<file path="config.mk">
export PLATFORM = sky130hd
export DESIGN_NAME = status_reg_stack
export DESIGN_NICKNAME = d
export VERILOG_FILES = /design/src/rtl/status_reg_stack.sv
export SDC_FILE = /design/constraint.sdc
export NUM_CORES = 1
export LEC_CHECK = 0
export ABC_AREA = 1
export ABC_CLOCK_PERIOD_IN_PS = 2300
export BUFFER_PORTS_ARGS = -buffer_cell sky130_fd_sc_hd__buf_2
export CAP_MARGIN = 10
export CORE_ASPECT_RATIO = 2
export CORE_MARGIN = 2
export CORE_UTILIZATION = 45
export DETAILED_ROUTE_END_ITERATION = 8
export PLACE_DENSITY = 0.69
export SYNTH_ARGS = -nofsm -noshare
export SYNTH_HDL_FRONTEND = slang
export SYNTH_SLANG_ARGS = --single-unit
</file>
<file path="constraint.sdc">
create_clock -name clk -period 2.3 [get_ports clk]
set_input_delay 0.46 -clock clk [delete_from_list [all_inputs] [get_ports clk]]
set_output_delay 0.46 -clock clk [all_outputs]
set_load 0.01 [all_outputs]
</file>
<file path="src/rtl/status_reg_stack.sv">
// Condition-flag register with per-bit write mask and a DEPTH-entry save/restore stack.
// Optional sticky misuse flag (err/err_clr ports) enabled by defining STATUS_REG_ERR_EN.
module status_reg_stack #(
  parameter int WIDTH = 4,
  parameter int DEPTH = 4,
  localparam int CW = $clog2(DEPTH + 1)
) (
  input  logic             clk,
  input  logic             rst_n,
  input  logic             wr_en,
  input  logic [WIDTH-1:0] wr_mask,
  input  logic [WIDTH-1:0] datain,
  input  logic             push,
  input  logic             pop,
`ifdef STATUS_REG_ERR_EN
  input  logic             err_clr,
  output logic             err,
`endif
  output logic [WIDTH-1:0] dataout,
  output logic [CW-1:0]    count,
  output logic             empty,
  output logic             full
);

  localparam int IW = (DEPTH > 1) ? $clog2(DEPTH) : 1;
  localparam logic [CW-1:0] DEPTH_C = CW'(DEPTH);
  localparam logic [CW-1:0] ONE_C   = CW'(1);

  logic [WIDTH-1:0] live_q, live_d;
  logic [CW-1:0]    count_q, count_d;
  logic [WIDTH-1:0] stack_q [DEPTH];
  logic [WIDTH-1:0] stack_d [DEPTH];

  logic          is_empty, is_full;
  logic          push_do, pop_do, xchg, push_drop, pop_bad;
  logic [IW-1:0] push_idx, top_idx;
  logic [WIDTH-1:0] top_val, merged;

  assign is_empty = (count_q == '0);
  assign is_full  = (count_q == DEPTH_C);

  // Push+pop on an empty stack degrades to a plain push.
  assign xchg      = push & pop & ~is_empty;
  assign pop_do    = pop & ~push & ~is_empty;
  assign push_do   = push & (~pop | is_empty) & ~is_full;
  assign push_drop = push & ~pop & is_full;
  assign pop_bad   = pop & ~push & is_empty;

  assign push_idx = IW'(count_q);
  assign top_idx  = IW'(count_q - ONE_C);
  assign top_val  = stack_q[top_idx];
  assign merged   = (live_q & ~wr_mask) | (datain & wr_mask);

  always_comb begin
    live_d  = live_q;
    count_d = count_q;
    for (int i = 0; i < DEPTH; i++) stack_d[i] = stack_q[i];

    if (xchg || pop_do) begin
      live_d = top_val;
    end else if (wr_en) begin
      live_d = merged;
    end

    // The stack always captures the live value as it was before this edge.
    if (push_do) begin
      stack_d[push_idx] = live_q;
      count_d = count_q + ONE_C;
    end else if (xchg) begin
      stack_d[top_idx] = live_q;
    end else if (pop_do) begin
      count_d = count_q - ONE_C;
    end
  end

  always_ff @(posedge clk) begin
    if (!rst_n) begin
      live_q  <= '0;
      count_q <= '0;
    end else begin
      live_q  <= live_d;
      count_q <= count_d;
    end
  end

  // Stack entries are not reset: they are unreachable while count is zero.
  always_ff @(posedge clk) begin
    for (int i = 0; i < DEPTH; i++) stack_q[i] <= stack_d[i];
  end

`ifdef STATUS_REG_ERR_EN
  logic err_q, err_d;

  always_comb begin
    err_d = (err_q & ~err_clr) | push_drop | pop_bad;
  end

  always_ff @(posedge clk) begin
    if (!rst_n) err_q <= 1'b0;
    else        err_q <= err_d;
  end

  assign err = err_q;
`else
  logic unused_misuse;
  assign unused_misuse = push_drop | pop_bad;
`endif

  assign dataout = live_q;
  assign count   = count_q;
  assign empty   = is_empty;
  assign full    = is_full;

endmodule

</file>
Word level (Yosys, flattened, before mapping)

Memories as Yosys holds them, arrays and structs flattened.
Cells that the tools add are included.

Output and inout port bits: 9
Memories: 1
Memory bits (writable): 16
Logic and storage cells: 48
Register bits: 7

Memories:

| memory  | depth | width | rd ports | clocked after Yosys merged registers in | write ports | RTL line | text |
|---|---|---|---|---|---|---|---|
| stack_q | 4     | 4     | 5        | 0                                       | 4           | 31       | `logic [WIDTH-1:0] stack_q [DEPTH];` |

Mux-type cells: 13
Add/sub/neg operators: 2
Bitwise logic cells: 17
Equal/unequal tests: 2
Magnitude comparators: 4
Reduce and logical (&&, ||, !) cells: 7

Operators by type and width:

| kind                  | number |
|---|---|
| $bwmux W16            | 2 |
| $mux W16              | 2 |
| $demux W4 S2          | 2 |
| $mux W4               | 4 |
| $mux W3               | 3 |
| $and A4 B4 Y4         | 2 |
| $and A1 B1 Y1         | 6 |
| $ge A3 B3 Y1 const B  | 2 |
| $lt A3 B1 Y1 const B  | 2 |
| $not A2 Y3            | 2 |
| $not A1 Y1            | 4 |
| $not A4 Y4            | 1 |
| $or A4 B4 Y4          | 1 |
| $reduce_bool A2 Y1    | 2 |
| $add A3 B1 Y3 const B | 1 |
| $eq A3 B3 Y1 const B  | 1 |
| $logic_not A3 Y1      | 1 |
| $sub A3 B1 Y3 const B | 1 |
| $logic_and A1 B1 Y1   | 2 |
| $ne A2 B2 Y1 const B  | 1 |
| $reduce_and A2 Y1     | 1 |
| $logic_or A1 B1 Y1    | 1 |
| $or A1 B1 Y1          | 1 |

Depth between registers and ports, before layout

Gate-level depths: netlist (run 1).

Depth in word-level cells: 9
Gate-level depth with buffers: 12
Depth with buffers taken out: 9

Least setup slack after synthesis (run 1)

OpenSTA, ideal clock, no wires.

Path kind: register -> register
Start: register, netlist name count[0]
End: memory stack_q[2][0], enable pin
Stages on the path, launching flop included: 10
Path slack: -49 ps
Period minus slack after synthesis: 2349 ps
Library setup time: 361 ps
Arrival time: 1988 ps
Cell sequence: dfxtp_1 > buf_2 > inv_1 > buf_2 > ha_1 > nand2_1 > nand3_4 > buf_6 > buf_8 > o21ai_0

RTL lines:

| item          | RTL line |
|---|---|
| end, declared | 31 |

==> results.cfg, run 1 <==
[outcome]
outcome = finished clean

[final_layout]
area_growth_syn_to_layout_pct = 12.0
drive_gt1_share_pct = 21.9
final_cell_mix = nand2_1, nand3_1, buf_2, nor2_1, inv_1
fin_util_pct = 51.7
layout_commonest_cell = nand2_1
final_nets = 203
antennaDiodeCount = 0

[clocking]
cts_tree = done
post_cts_buffers = 0
clockRootBuffer = clkbuf_8
cts_buffer_depth = 2
path_clk_slew_ns = 0.08
hold_buffers = 0
clock_latency_ns = 0.26
cts.sinks = 23
cts_inserted_buffers = 3
h-tree-depth = 1

[global_routing]
grt.overflow.total = 0
grt_pass1_wl_um = 4610
grt_usage_pct = 18.2
grt_max_degree = 22
grt_pass1_vias = 1073
antenna_found_initial = 0

[critical_path]
r2r_slack_ns = 0.19
r2r-end = stack_q[0][1]$_DFFE_PP_
critPathLaunch = count[1]$_SDFFE_PN0P_
critPathArrivalTime_ns = 2.04
endpoint_kind = register
r2r-start = count[1]$_SDFFE_PN0P_
r2r_cells = 8
worstSetupPathType = reg2reg
critPathMaxFanout = 21
crit_path_start_kind = register
crit_path_end = stack_q[0][1]$_DFFE_PP_
required_ns = 2.24

[logic_synthesis]
ys_seq_area_share_pct = 46.2
syn_nets = 181
ys_types = 22
netlist_instances = 162
syn_area_per_cell_um2 = 8.29
ys_seq_elements = 23
yosysWarnings = 0
synth.cell_area_um2 = 1340

[sta]
finalCritPeriodShare_pct = 91.6
min_period_ns = 2.11
setup_viol = 0
fin_setup_tns_ns = 0
rsz0062_at_grt = no
worst_slew_pin_slew_ns = 0.557
max_freq_mhz = 475
fin_skew_ns = 0.00383
hold_viol_final = 0
fin_hold_ws_ns = 0.480
relSlewSlack_pct = 62.5
finalMaxSlewViolations = 0

[floorplan]
rows = 28
io-pin-count = 22
start_util_pct = 46.2
fp.dieArea_um2 = 3460
die_w_um = 42.6
core_area_um2 = 2910
die_h_um = 81.2

[drt]
drc = 0
wl_um = 2890
drtIter0Drc = 28
drt_first_pass_iters = 4
antenna_left = 0
vias_per_cell = 5.20
wire_per_inst_um = 13.6
vias = 1107

[hold_path]
hp-class = in2reg

[power]
leakage_nw = 0.692
cellPowerDensity_nw_per_um2 = 1120
vdd_drop_max_mv = 0.752

[placed_design]
io_buffers = 21
gp_congestion = 0.804
dp_hpwl_um = 2410

[job]
drv_cap = 0
[cell usage after synthesis]
cell | instances | area (um2)
buf_1 | 1 | 3.75
inv_2 | 1 | 3.75
nand3_4 | 1 | 17.5
nand2_4 | 1 | 11.3
inv_1 | 17 | 63.8
nand4_1 | 1 | 6.26
edfxtp_1 | 16 | 480
buf_8 | 1 | 15.0
o31ai_2 | 4 | 50.1
nor2_1 | 22 | 82.6
xor2_1 | 1 | 8.76
nand3_1 | 24 | 120
o21ai_2 | 3 | 26.3
ha_1 | 6 | 75.1
dfxtp_1 | 7 | 140
o21ai_0 | 3 | 15.0
a21oi_1 | 6 | 30.0
nand2_2 | 1 | 6.26
buf_6 | 1 | 11.3
nand2_1 | 42 | 158
buf_2 | 2 | 10.0
buf_4 | 1 | 7.51
[report_power, final]
part	internal (mW)	leakage (nW)	switching (mW)
clock network	0.121	0.0255	0.120
registers	0.570	0.210	0.0623
logic	0.264	0.456	0.548
[layout make-up]
class                           count  area, um2
Clock inverter                      1       5.00
Timing Repair Buffer               23        120
Inverter                           18       67.6
Sequential cell                    23        621
Fill cell                         290       1400
Clock buffer                        3       41.3
Tap cell                           30       37.5
Multi-Input combinational cell    115        612
[cells by family (layout without fill, tap and decap cells)]
kind of cell	Yosys count	count (layout)	synth area share, %
buffers and inverters	24	45	8.57
and+or+nand+nor	92	92	29.9
xor gates and xnor gates	1	1	0.652
AOI/OAI and AO/OA	16	16	9.04
DFF	23	23	46.2
adders and majority gates	6	6	5.59
[worst min-delay path by stage]
| stage | from | endpoint | slack, ns | cells past startpoint |
|---|---|---|---|---|
| finish | rst_n | count[1]$_SDFFE_PN0P_ | 0.48 | 3 |
| global route | rst_n | count[1]$_SDFFE_PN0P_ | 0.49 | 3 |
| CTS | rst_n | count[1]$_SDFFE_PN0P_ | 0.47 | 3 |
| detailed placement | count[1]$_SDFFE_PN0P_ | count[1]$_SDFFE_PN0P_ | 0.57 | 2 |
| global placement | count[1]$_SDFFE_PN0P_ | count[1]$_SDFFE_PN0P_ | 0.55 | 2 |
| floorplan | stack_q[1][2]$_DFFE_PP_ | register | 0.54 | 4 |
[per-layer routing]
metal,track usage [%],part of all wire (%),up-vias
met5,0,0,-
met4,12.2,4.0,0
met3,1.56,1.4,11
met2,35.0,59,18
met1,17.4,36,503
li1,-,-,575
[metrics by stage]
| step | instance area (um2) | power, mW | setup slack, ns | std cells |
|---|---|---|---|---|
| floorplan | 1340 | 1.24 | 0.0855 | 162 |
| global placement | 1450 | 1.43 | 0.328 | 209 |
| detailed placement | 1450 | 1.45 | 0.186 | 209 |
| CTS | 1500 | 1.70 | 0.180 | 213 |
| global route | 1500 | 1.83 | 0.00207 | 213 |
| finish | 1500 | 1.68 | 0.194 | 213 |
[worst max-delay path, cell delays in order (launching register included)]
cell and delay, ns:
dfxtp_1 0.37, inv_1 0.13, ha_1 0.26, nand2_2 0.11
nand2_4 0.15, nand3_4 0.24, nand2_1 0.15, o21ai_2 0.09
nor2_1 0.28
[timing repair]
| action | CTS | global route |
|---|---|---|
| endpoints found under the setup margin | 0 | 8 |
| resized for setup | 0 | 2 |
| hold endpoints to repair | 0 | 0 |
(Power assumes the default switching activity.)
==> inputs of run 2 (changes only) <==
Settings changed: CORE_UTILIZATION 45 to 50, PLACE_DENSITY 0.69 to 0.75.
==> results.cfg, run 2 (synthesis results as in run 1) <==
[placed_design]
dp_hpwl_um = 2370
gp_congestion = 0.860
io_buffers = 21

[sta]
max_freq_mhz = 475
setup_viol = 0
finalMaxSlewViolations = 0
rsz0062_at_grt = no
fin_setup_tns_ns = 0
worst_slew_pin_slew_ns = 0.535
relSlewSlack_pct = 64.0
fin_hold_ws_ns = 0.457
min_period_ns = 2.11
finalCritPeriodShare_pct = 91.6
hold_viol_final = 0
fin_skew_ns = 0.00367

[global_routing]
antenna_found_initial = 0
grt.overflow.total = 0
grt_pass1_wl_um = 4820
grt_usage_pct = 22.6
grt_pass1_vias = 1101
grt_max_degree = 22

[critical_path]
crit_path_start_kind = register
worstSetupPathType = reg2reg
critPathMaxFanout = 21
required_ns = 2.24
cpPeakStageDelay_ns = 0.36
crit_family = simple AND/OR/NAND/NOR gates
endpoint_kind = register
cpMaxStageDelayCell = dfxtp_1
critPathArrivalTime_ns = 2.05
path_cells = inv_1 -> ha_1 -> nand2_2 -> nand2_4 -> nand3_4 -> nand2_1 -> o21ai_2 -> nor2_1
path_buf_inv = 1

[final_layout]
layout_commonest_cell = nand2_1
drive_gt1_share_pct = 21.3
antennaDiodeCount = 0
final_nets = 203
area_growth_syn_to_layout_pct = 11.6
final_cell_mix = nand2_1, nand3_1, nor2_1, buf_2, inv_1

[drt]
vias_per_cell = 5.35
vias = 1129
wl_um = 2890
wire_per_inst_um = 13.7
antenna_left = 0
drtIter0Drc = 21
drt_first_pass_iters = 4
drc = 0

[floorplan]
core_area_um2 = 2570
io-pin-count = 22
fp.dieArea_um2 = 3140
rows = 26
die_h_um = 77.3
start_util_pct = 52.2
die_w_um = 40.6

[clocking]
post_cts_resized = 0
cts.sinks = 23
path_clk_slew_ns = 0.08
clock_latency_ns = 0.27
cts_buffer_depth = 2
cts_inserted_buffers = 3
hold_buffers = 0
clockRootBuffer = clkbuf_8
cts_tree = done
post_cts_buffers = 0
h-tree-depth = 1

[outcome]
outcome = finished clean

[hold_path]
hp-class = in2reg

[power]
vdd_drop_max_mv = 0.727
leakage_nw = 0.692
cellPowerDensity_nw_per_um2 = 1130

[job]
drv_cap = 0
run 2: cell count changes in the layout (fill, tap and decap cells not counted):
cell	previous run	this run
nor2_2	2	1
nor2_1	20	21
run 2: cell type report:
class	count	area [um2]
inverter	18	67.6
clock inverter	1	5.00
fill	239	1070
tap	28	35.0
sequential	23	621
timing repair buffer	23	120
clock buffer	3	41.3
multi-input combinational	115	609
run 2: worst paths after layout:
path                                       startpoint                 endpoint  slack, ns  depth (start not counted)
worst min register to register  count[1]$_SDFFE_PN0P_    count[1]$_SDFFE_PN0P_       0.56                          2
worst max register to register  count[1]$_SDFFE_PN0P_  stack_q[1][1]$_DFFE_PP_       0.19                          8
worst min-delay path                            rst_n    count[1]$_SDFFE_PN0P_       0.46                          3
worst max-delay path            count[1]$_SDFFE_PN0P_  stack_q[1][1]$_DFFE_PP_       0.19                          8
run 2: power breakdown:
group,total (mW),internal (mW),switching (mW),leakage (nW)
clock,0.249,0.121,0.128,0.0255
sequential,0.632,0.570,0.0619,0.210
combinational,0.818,0.264,0.554,0.457
total,1.70,0.955,0.744,0.692
run 2: worst reg2reg max path: cells and delay by family, from the launching register on:
kind	cells	cell delay [ns]
AO/OA/AOI/OAI	1	0.09
buffers and inverters	1	0.13
adder cells (fa/ha/maj)	1	0.26
flip-flops	1	0.36
AND/OR/NAND/NOR	5	0.93
run 2: metal layers:
layer	wire length, um	GRT usage, %	part of all wire [%]
met5	0	0	0
met4	75	8.33	2.6
met3	103	3.47	3.6
met2	1720	40.6	59
met1	994	23.7	34
run 2: through the flow:
stage / cells / worst slack (ns) / util, % / cell area [um2] / total power [mW]
floorplan: 162 / 0.0855 / - / 1340 / 1.24
finish: 211 / 0.194 / 58.3 / 1500 / 1.70
CTS: 211 / 0.206 / 58.2 / 1500 / 1.70
global placement: 207 / 0.337 / 56.4 / 1450 / 1.43
detailed placement: 207 / 0.215 / 56.4 / 1450 / 1.46
global route: 211 / 0.00592 / 58.3 / 1500 / 1.83
